[src/rtl/mem_port_arbiter.sv]
// mem_port_arbiter
//   Shares the single byte-wide, read-only simple_memory port between N_REQ burst requesters
//   (requester 0 = instruction fetch, requester 1 = load_m tile loader). One whole burst is
//   granted at a time, round-robin between requesters, and bytes are streamed back over the
//   memory's 1-cycle synchronous read latency.
//
// Ports
//   clk       clock, all state on posedge
//   rst       asynchronous, active-high reset
//   req       level request per requester
//   req_addr  per-requester burst base byte address, sampled at grant
//   req_len   per-requester burst length in bytes, sampled at grant
//   gnt       one-hot 1-cycle pulse: burst accepted
//   busy      high from the grant cycle through the done cycle
//   owner     index of the current/last granted requester
//   mem_addr  byte address to simple_memory
//   mem_dout  data from simple_memory, valid one cycle after mem_addr
//   rd_data   returned byte (shared bus, = mem_dout)
//   rd_valid  one-hot: rd_data belongs to that requester this cycle
//   rd_last   final byte of the burst
//   done      one-hot 1-cycle pulse on burst completion
module mem_port_arbiter #(
  parameter int unsigned N_REQ      = 2,
  parameter int unsigned ADDR_WIDTH = 24,
  parameter int unsigned DATA_WIDTH = 8,
  parameter int unsigned LEN_WIDTH  = 20
) (
  input  logic                                 clk,
  input  logic                                 rst,
  input  logic [N_REQ-1:0]                     req,
  input  logic [N_REQ-1:0][ADDR_WIDTH-1:0]     req_addr,
  input  logic [N_REQ-1:0][LEN_WIDTH-1:0]      req_len,
  output logic [N_REQ-1:0]                     gnt,
  output logic                                 busy,
  output logic [$clog2(N_REQ)-1:0]             owner,
  output logic [ADDR_WIDTH-1:0]                mem_addr,
  input  logic [DATA_WIDTH-1:0]                mem_dout,
  output logic [DATA_WIDTH-1:0]                rd_data,
  output logic [N_REQ-1:0]                     rd_valid,
  output logic                                 rd_last,
  output logic [N_REQ-1:0]                     done
);

  localparam int unsigned IdxW = $clog2(N_REQ);

  localparam logic [1:0] StIdle  = 2'd0;
  localparam logic [1:0] StBurst = 2'd1;
  localparam logic [1:0] StDrain = 2'd2;

  logic [1:0]            state_q, state_d;
  logic [N_REQ-1:0]      gnt_q, gnt_d;
  logic [IdxW-1:0]       owner_q, owner_d;
  logic [IdxW-1:0]       rr_q, rr_d;
  logic [ADDR_WIDTH-1:0] mem_addr_q, mem_addr_d;
  logic [ADDR_WIDTH-1:0] base_q, base_d;
  logic [LEN_WIDTH-1:0]  len_q, len_d;
  logic [LEN_WIDTH-1:0]  cnt_q, cnt_d;
  logic [N_REQ-1:0]      rd_valid_q, rd_valid_d;
  logic                  rd_last_q, rd_last_d;
  logic [N_REQ-1:0]      done_q, done_d;

  // Round-robin pick: first asserted req strictly after the last-granted index.
  logic            win_valid;
  logic [IdxW-1:0] win_idx;
  int unsigned     cand;

  always_comb begin
    win_valid = 1'b0;
    win_idx   = '0;
    cand      = 0;
    for (int unsigned i = 1; i <= N_REQ; i++) begin
      cand = int'(rr_q) + i;
      if (cand >= N_REQ) cand = cand - N_REQ;
      if (!win_valid && req[cand]) begin
        win_valid = 1'b1;
        win_idx   = IdxW'(cand);
      end
    end
  end

  logic [N_REQ-1:0]     owner_oh;
  logic                 last_byte;
  logic [LEN_WIDTH-1:0] cnt_inc;

  assign owner_oh  = N_REQ'(1) << owner_q;
  assign last_byte = (cnt_q == len_q - LEN_WIDTH'(1));
  assign cnt_inc   = cnt_q + LEN_WIDTH'(1);

  always_comb begin
    state_d    = state_q;
    gnt_d      = '0;
    owner_d    = owner_q;
    rr_d       = rr_q;
    mem_addr_d = mem_addr_q;
    base_d     = base_q;
    len_d      = len_q;
    cnt_d      = cnt_q;
    rd_valid_d = '0;
    rd_last_d  = 1'b0;
    done_d     = '0;

    case (state_q)
      StBurst: begin
        if (len_q == '0) begin
          // Zero-length burst: nothing is read, just complete.
          done_d  = owner_oh;
          state_d = StDrain;
        end else begin
          // Byte cnt_q is on mem_addr now; its data returns next cycle.
          rd_valid_d = owner_oh;
          if (last_byte) begin
            rd_last_d = 1'b1;
            done_d    = owner_oh;
            state_d   = StDrain;
          end else begin
            cnt_d      = cnt_inc;
            mem_addr_d = base_q + ADDR_WIDTH'(cnt_inc);
          end
        end
      end
      StIdle, StDrain: begin
        if (win_valid) begin
          gnt_d      = N_REQ'(1) << win_idx;
          owner_d    = win_idx;
          rr_d       = win_idx;
          mem_addr_d = req_addr[win_idx];
          base_d     = req_addr[win_idx];
          len_d      = req_len[win_idx];
          cnt_d      = '0;
          state_d    = StBurst;
        end else begin
          state_d = StIdle;
        end
      end
      default: state_d = StIdle;
    endcase
  end

  always_ff @(posedge clk or posedge rst) begin
    if (rst) begin
      state_q    <= StIdle;
      gnt_q      <= '0;
      owner_q    <= '0;
      rr_q       <= IdxW'(N_REQ - 1);  // so requester 0 wins the first tie
      mem_addr_q <= '0;
      base_q     <= '0;
      len_q      <= '0;
      cnt_q      <= '0;
      rd_valid_q <= '0;
      rd_last_q  <= 1'b0;
      done_q     <= '0;
    end else begin
      state_q    <= state_d;
      gnt_q      <= gnt_d;
      owner_q    <= owner_d;
      rr_q       <= rr_d;
      mem_addr_q <= mem_addr_d;
      base_q     <= base_d;
      len_q      <= len_d;
      cnt_q      <= cnt_d;
      rd_valid_q <= rd_valid_d;
      rd_last_q  <= rd_last_d;
      done_q     <= done_d;
    end
  end

  assign gnt      = gnt_q;
  assign busy     = (state_q != StIdle);
  assign owner    = owner_q;
  assign mem_addr = mem_addr_q;
  assign rd_data  = mem_dout;
  assign rd_valid = rd_valid_q;
  assign rd_last  = rd_last_q;
  assign done     = done_q;

endmodule

[config.mk]
export PLATFORM = sky130hd
export DESIGN_NAME = mem_port_arbiter
export DESIGN_NICKNAME = d
export VERILOG_FILES = /design/src/rtl/mem_port_arbiter.sv
export SDC_FILE = /design/constraint.sdc
export NUM_CORES = 1
export LEC_CHECK = 0
export CORE_MARGIN = 3
export CORE_UTILIZATION = 53
export CTS_CLUSTER_SIZE = 8
export DETAILED_ROUTE_END_ITERATION = 16
export GPL_ROUTABILITY_DRIVEN = 0
export PLACE_DENSITY_LB_ADDON = 0.15
export SLEW_MARGIN = 20
export SYNTH_ARGS = -nofsm -noshare
export SYNTH_HDL_FRONTEND = slang
export SYNTH_SLANG_ARGS = --single-unit
[constraint.sdc]
create_clock -name clk -period 4.22 [get_ports clk]
set_clock_uncertainty 0.15 [all_clocks]
set_input_delay 0.422 -clock clk [delete_from_list [all_inputs] [get_ports clk]]
set_output_delay 0.422 -clock clk [all_outputs]
set_load 0.005 [all_outputs]
Yosys cells after proc, flatten, opt, wreduce, memory -nomap -nowiden
Index checks and enable logic that the tools add are counted.
Storage, ports and cells
  logic and storage cells: 77
  input bits: 100
  output and inout bits: 41
  flip-flop bits (word level): 99
Cells by class
  shifts and indexed selects: 2
  reduce and logical (&&, ||, !) cells: 9
  magnitude comparators: 5
  muxes and demuxes: 36
  equality and inequality tests: 7
  add/subtract/negate cells: 7
Operators by type and width (number)
  $mux 24: 5
  $mux 20: 5
  $lt 32x2->1 const B: 2
  $mux 32: 2
  $pmux 24 s2: 1
  $pmux 20 s2: 1
  $add 24x20->24: 1
  $add 20x1->20 const B: 1
  $eq 20x20->1: 1
  $logic_not 20->1: 1
  $sub 20x1->20 const B: 1
  $mux 2: 9
  $mux 1: 12
  $ne 2x2->1 const B: 3
  $pmux 2 s2: 1
  $reduce_and 4->1: 1
  $reduce_bool 2->1: 2
  $shl 1x1->2 const A: 2
  $sub 3x2->4 const B: 1
  $add 1x2->3 const B: 1
  $ge 3x2->1 const B: 1
  $ne 3x3->1 const B: 1
  $sub 2x2->3 const B: 1
  $add 1x1->2 const B: 1
  9 further kinds: 9

Logic depth before layout (Yosys ltp)
  depth after elaboration: 13
  mapped depth: 17
  depth with buffers taken out: 15

Least setup slack after synthesis
Ideal clock, no wire load.
  path type: reg2reg
  start point: register cnt_q[4]
  end point: register mem_addr_q[22] (netlist: mem_addr[22])
  required time: 3.923 ns
  arrival time: 3.554 ns
  clock period less this slack: 3.851 ns
  setup slack: 0.369 ns
  library setup time: 0.147 ns
  path buffers: 1
  stages on the path, launching flop included: 17
  path through: dfrtp_1 buf_2 nand3_1 nor4_1 and3_1 nand3_1 nor3_1 xor2_1 ha_1 a21o_1 a21o_1 a21o_1 or3_1 o221ai_1 nor4b_1 a311oi_1 o311ai_0
On the way
  cells in the longest elaborated chain, start to end: 5
  elaborated cells between the ends (all ways): 8
  classes of those cells: add/sub (2); eq/ne (2); mux (3); reduce/logical (1)
Ends and longest elaborated chain
  start: declaration: RTL line 57  | logic [LEN_WIDTH-1:0] cnt_q, cnt_d;
  start signal: assignment: RTL line 160  | cnt_q <= cnt_d;
  $add 20x1->20: RTL line 87  | assign cnt_inc = cnt_q + LEN_WIDTH'(1);
  $add 24x20->24: RTL line 117  | mem_addr_d = base_q + ADDR_WIDTH'(cnt_inc);
  $mux 24: RTL line 111  | if (last_byte) begin
  $mux 24: RTL line 104  | if (len_q == '0) begin
  $pmux 24 s2: RTL line 102  | case (state_q)
  end signal: assignment: RTL line 157  | mem_addr_q <= mem_addr_d;
  end: declaration: RTL line 54  | logic [ADDR_WIDTH-1:0] mem_addr_q, mem_addr_d;
Several ways; a longest one is shown, not always the timed one. The select of a mux whose other input is x is not followed.
A chain may end at the register's enable or synchronous reset.

Worst setup path after layout
  start point: register cnt_q[1]
  end point: register mem_addr_q[23] (netlist: mem_addr[23])
The elaborated chain is that of the path after synthesis.

==> metrics.yaml <==
detailed_routing:
  drt-vias-per-instance: 6.02
  drcViolationCount: 0
  routed-wl-met3_mm: 1.22
  num_vias: 6151
  first_pass_iters: 5
  ant_nets: 0
  dr.max_layer_used: "met4"
  m1WireLength_mm: 7.77
  wl_per_cell_microns: 17.6
  drtIter0Drc: 464
  wl_mm: 18.0
  wl_met2_mm: 8.67
grt:
  grt_pass1_vias: 6135
  antenna_found_initial: 0
  grt_use_total_pct: 25.5
  grt_first_pass_wirelength_mm: 30.0
  grt_overflow: 0
  grt_max_degree: 87
setup_path:
  critPathSlowestCell: "dfrtp_1"
  worstRegToRegCells: 15
  r2r-start: "cnt_q[1]"
  critPathLaunchType: "flop"
  path_cells: "ha_1, nand3_1, nor3_2, and4_2, nand3_1, xnor2_1, ha_1, a21oi_1, o21ai_0, o21a_1, o21a_1, a211o_1, a21oi_2, mux2_2, o2bb2ai_1"
  r2r_slack_ns: 0.26
  cp-end-kind: "flop"
  r2r_end: "mem_addr[23]"
  worstSetupPathType: "flop to flop"
  cpPeakStageDelay_ns: 0.42
  required_ns: 4.29
  cp_max_fo: 7
  crit_arrival_ns: 4.04
power_and_ir_drop:
  internal_power_mw: 3.56
  pwr-share-comb_pct: 57.1
  power.total_mw: 6.18
  max-vdd-ir-drop_mv: 0.383
  switchingPower_mw: 2.62
  power.density_nw_per_um2: 724
  power_frac_clock_pct: 13.3
  leakagePower_nw: 3.72
  sw_frac_of_total_pct: 42.3
  pwr-share-seq_pct: 29.5
finish:
  layout.nets: 973
  final_cell_mix: "124 x clkdlybuf4s50_1, 95 x dfrtp_1, 86 x nand2_1"
  final_cells: 1021
  fin_util_pct: 69.3
  final_common_cell: "clkdlybuf4s50_1"
  final_layout_size_suffix_gt1_share_pct: 9.38
  nFillCells: 998
  syn2layout_area_growth_pct: 24.7
  diodes: 0
logic_synthesis:
  netlist_instances: 751
  synth-seq-area-share_pct: 36.2
  yosys.cell_types.count: 67
  syn_avg_cell_area_sq_um: 9.12
  synthFlopType: "dfrtp_1"
  synth_warnings: 0
  ys_seq_elements: 99
  async_flop_share_pct: 100
  syn_nets: 876
  syn_area_sq_um: 6850
  synth_edf_count: 0
sta:
  tightestPinTransition_ns: 0.820
  slew_violations: 0
  slew_headroom_pct: 45.2
  hold_slack_ns: 0.295
  hold_violations: 0
  setup_violations: 0
  post-route-period-util_pct: 93.9
  max_freq_mhz: 252
  min_period_ns: 3.96
  tns_ns: 0
clock_tree:
  numCtsBuffers: 9
  h-tree-depth: 3
  path_clk_slew_ns: 0.07
  root_buffer: "clkbuf_16"
  clockBufferDepth: 2
  insertion_delay_ns: 0.35
  cts_tree: "done"
  cts_sinks: 99
  cts_hold_buf: 0
floorplan:
  num_rows: 40
  fp.dieH_microns: 120
  fp.dieW_microns: 120
  core_area_sq_um: 12300
  ioPinCount: 141
  start_util_pct: 55.6
  dieArea_sq_um: 14300
placed_design:
  port-buffer-count: 124
  dp_cells: 1004
  hpwl_mm: 13.1
outcome:
  status: "finished clean"
flow_run:
  maxCapViolCount: 0
min_path:
  hold_class: "input port to asynchronous set/reset pin"
worst max path at each step:
stage	startpoint	endpoint	depth (start not counted)
finish	cnt_q[1]	mem_addr[23]	15
global route	cnt_q[5]	mem_addr[22]	15
CTS	cnt_q[0]	mem_addr[23]	15
detailed placement	cnt_q[0]	mem_addr[23]	15
global placement	cnt_q[0]	mem_addr[23]	15
floorplan	cnt_q[4]	mem_addr[22]	16
metrics by stage:
| step | worst slack, ns | cell area (sq um) |
|---|---|---|
| global route | -0.00248 | 8540 |
| finish | 0.257 | 8540 |
| CTS | 0.0379 | 8480 |
| floorplan | 0.369 | 6850 |
| global placement | 0.250 | 8180 |
| detailed placement | 0.0646 | 8180 |
logic make-up after synthesis:
group                      after synthesis  synth area share, %
AOI/OAI and AO/OA                      184                 17.7
xor gates and xnor gates                51                 6.52
adders and majority gates               25                 4.68
buffers and inverters                   80                 5.26
DFF                                     99                 36.2
muxes                                   77                 12.4
and+or+nand+nor                        235                 17.2
sequential cells by signal, indices dropped and copies added (netlist names):
| register | flops |
|---|---|
| state_q | 2 |
| mem_addr | 24 |
| rd_last | 1 |
| rd_valid | 2 |
| done | 2 |
| len_q | 20 |
| gnt | 2 |
| rr_q | 1 |
| owner | 1 |
| cnt_q | 20 |
| base_q | 24 |
layout make-up:
cell class	count	area [sq um]	area share [%]
multi-input combinational	572	4060	47.5
sequential	99	2480	29.1
timing repair buffer	139	1390	16.2
clock buffer	12	267	3.12
tap	168	210	2.46
inverter	27	104	1.22
clock inverter	4	31.3	0.366
power by group through the flow:
stage	registers [mW]	logic [mW]	clock network, mW
global placement	1.79	3.33	0
finish	1.83	3.53	0.823
global route	1.89	3.88	0.880
detailed placement	1.81	3.46	0
CTS	1.81	3.49	0.838
floorplan	1.65	2.59	0
worst max-delay path, delay by kind of cell, from the launching register on:
family | cells | cell delay, ns
AO/OA/AOI/OAI | 7 | 1.25
AND/OR/NAND/NOR | 4 | 0.91
adder cells (fa/ha/maj) | 2 | 0.60
flip-flops | 1 | 0.42
multiplexers | 1 | 0.36
XOR/XNOR | 1 | 0.16
timing repair:
item | in CTS | in global routing
hold endpoints to repair | 0 | 0
setup buffers | 0 | 0
gates resized for setup | 0 | 10
setup endpoints to repair | 0 | 8
synthesized netlist by cell type (9+ instances only):
cell / number / share of area, %
nand2_1: 86 / 4.7
dfrtp_1: 98 / 36
nand4_1: 12 / 1.1
nor3_1: 24 / 1.8
mux2i_1: 53 / 7.7
ha_1: 24 / 4.4
buf_4: 10 / 1.1
mux2_4: 13 / 2.9
clkbuf_1: 29 / 1.6
xnor2_1: 36 / 4.6
mux2_2: 11 / 1.8
inv_1: 27 / 1.5
nand3_1: 18 / 1.3
o31ai_1: 13 / 1.4
nor4_1: 10 / 0.91
o21ai_0: 75 / 5.5
a21oi_1: 22 / 1.6
xor2_1: 15 / 1.9
or3_1: 9 / 0.82
nor2_1: 34 / 1.9
routing by layer:
layer	GRT usage, %	up-vias
li1	-	2934
met1	33.9	2914
met2	42.3	271
met3	5.56	32
met4	7.02	0
met5	0	-
Note: power is estimated with default switching activity, not from simulation.
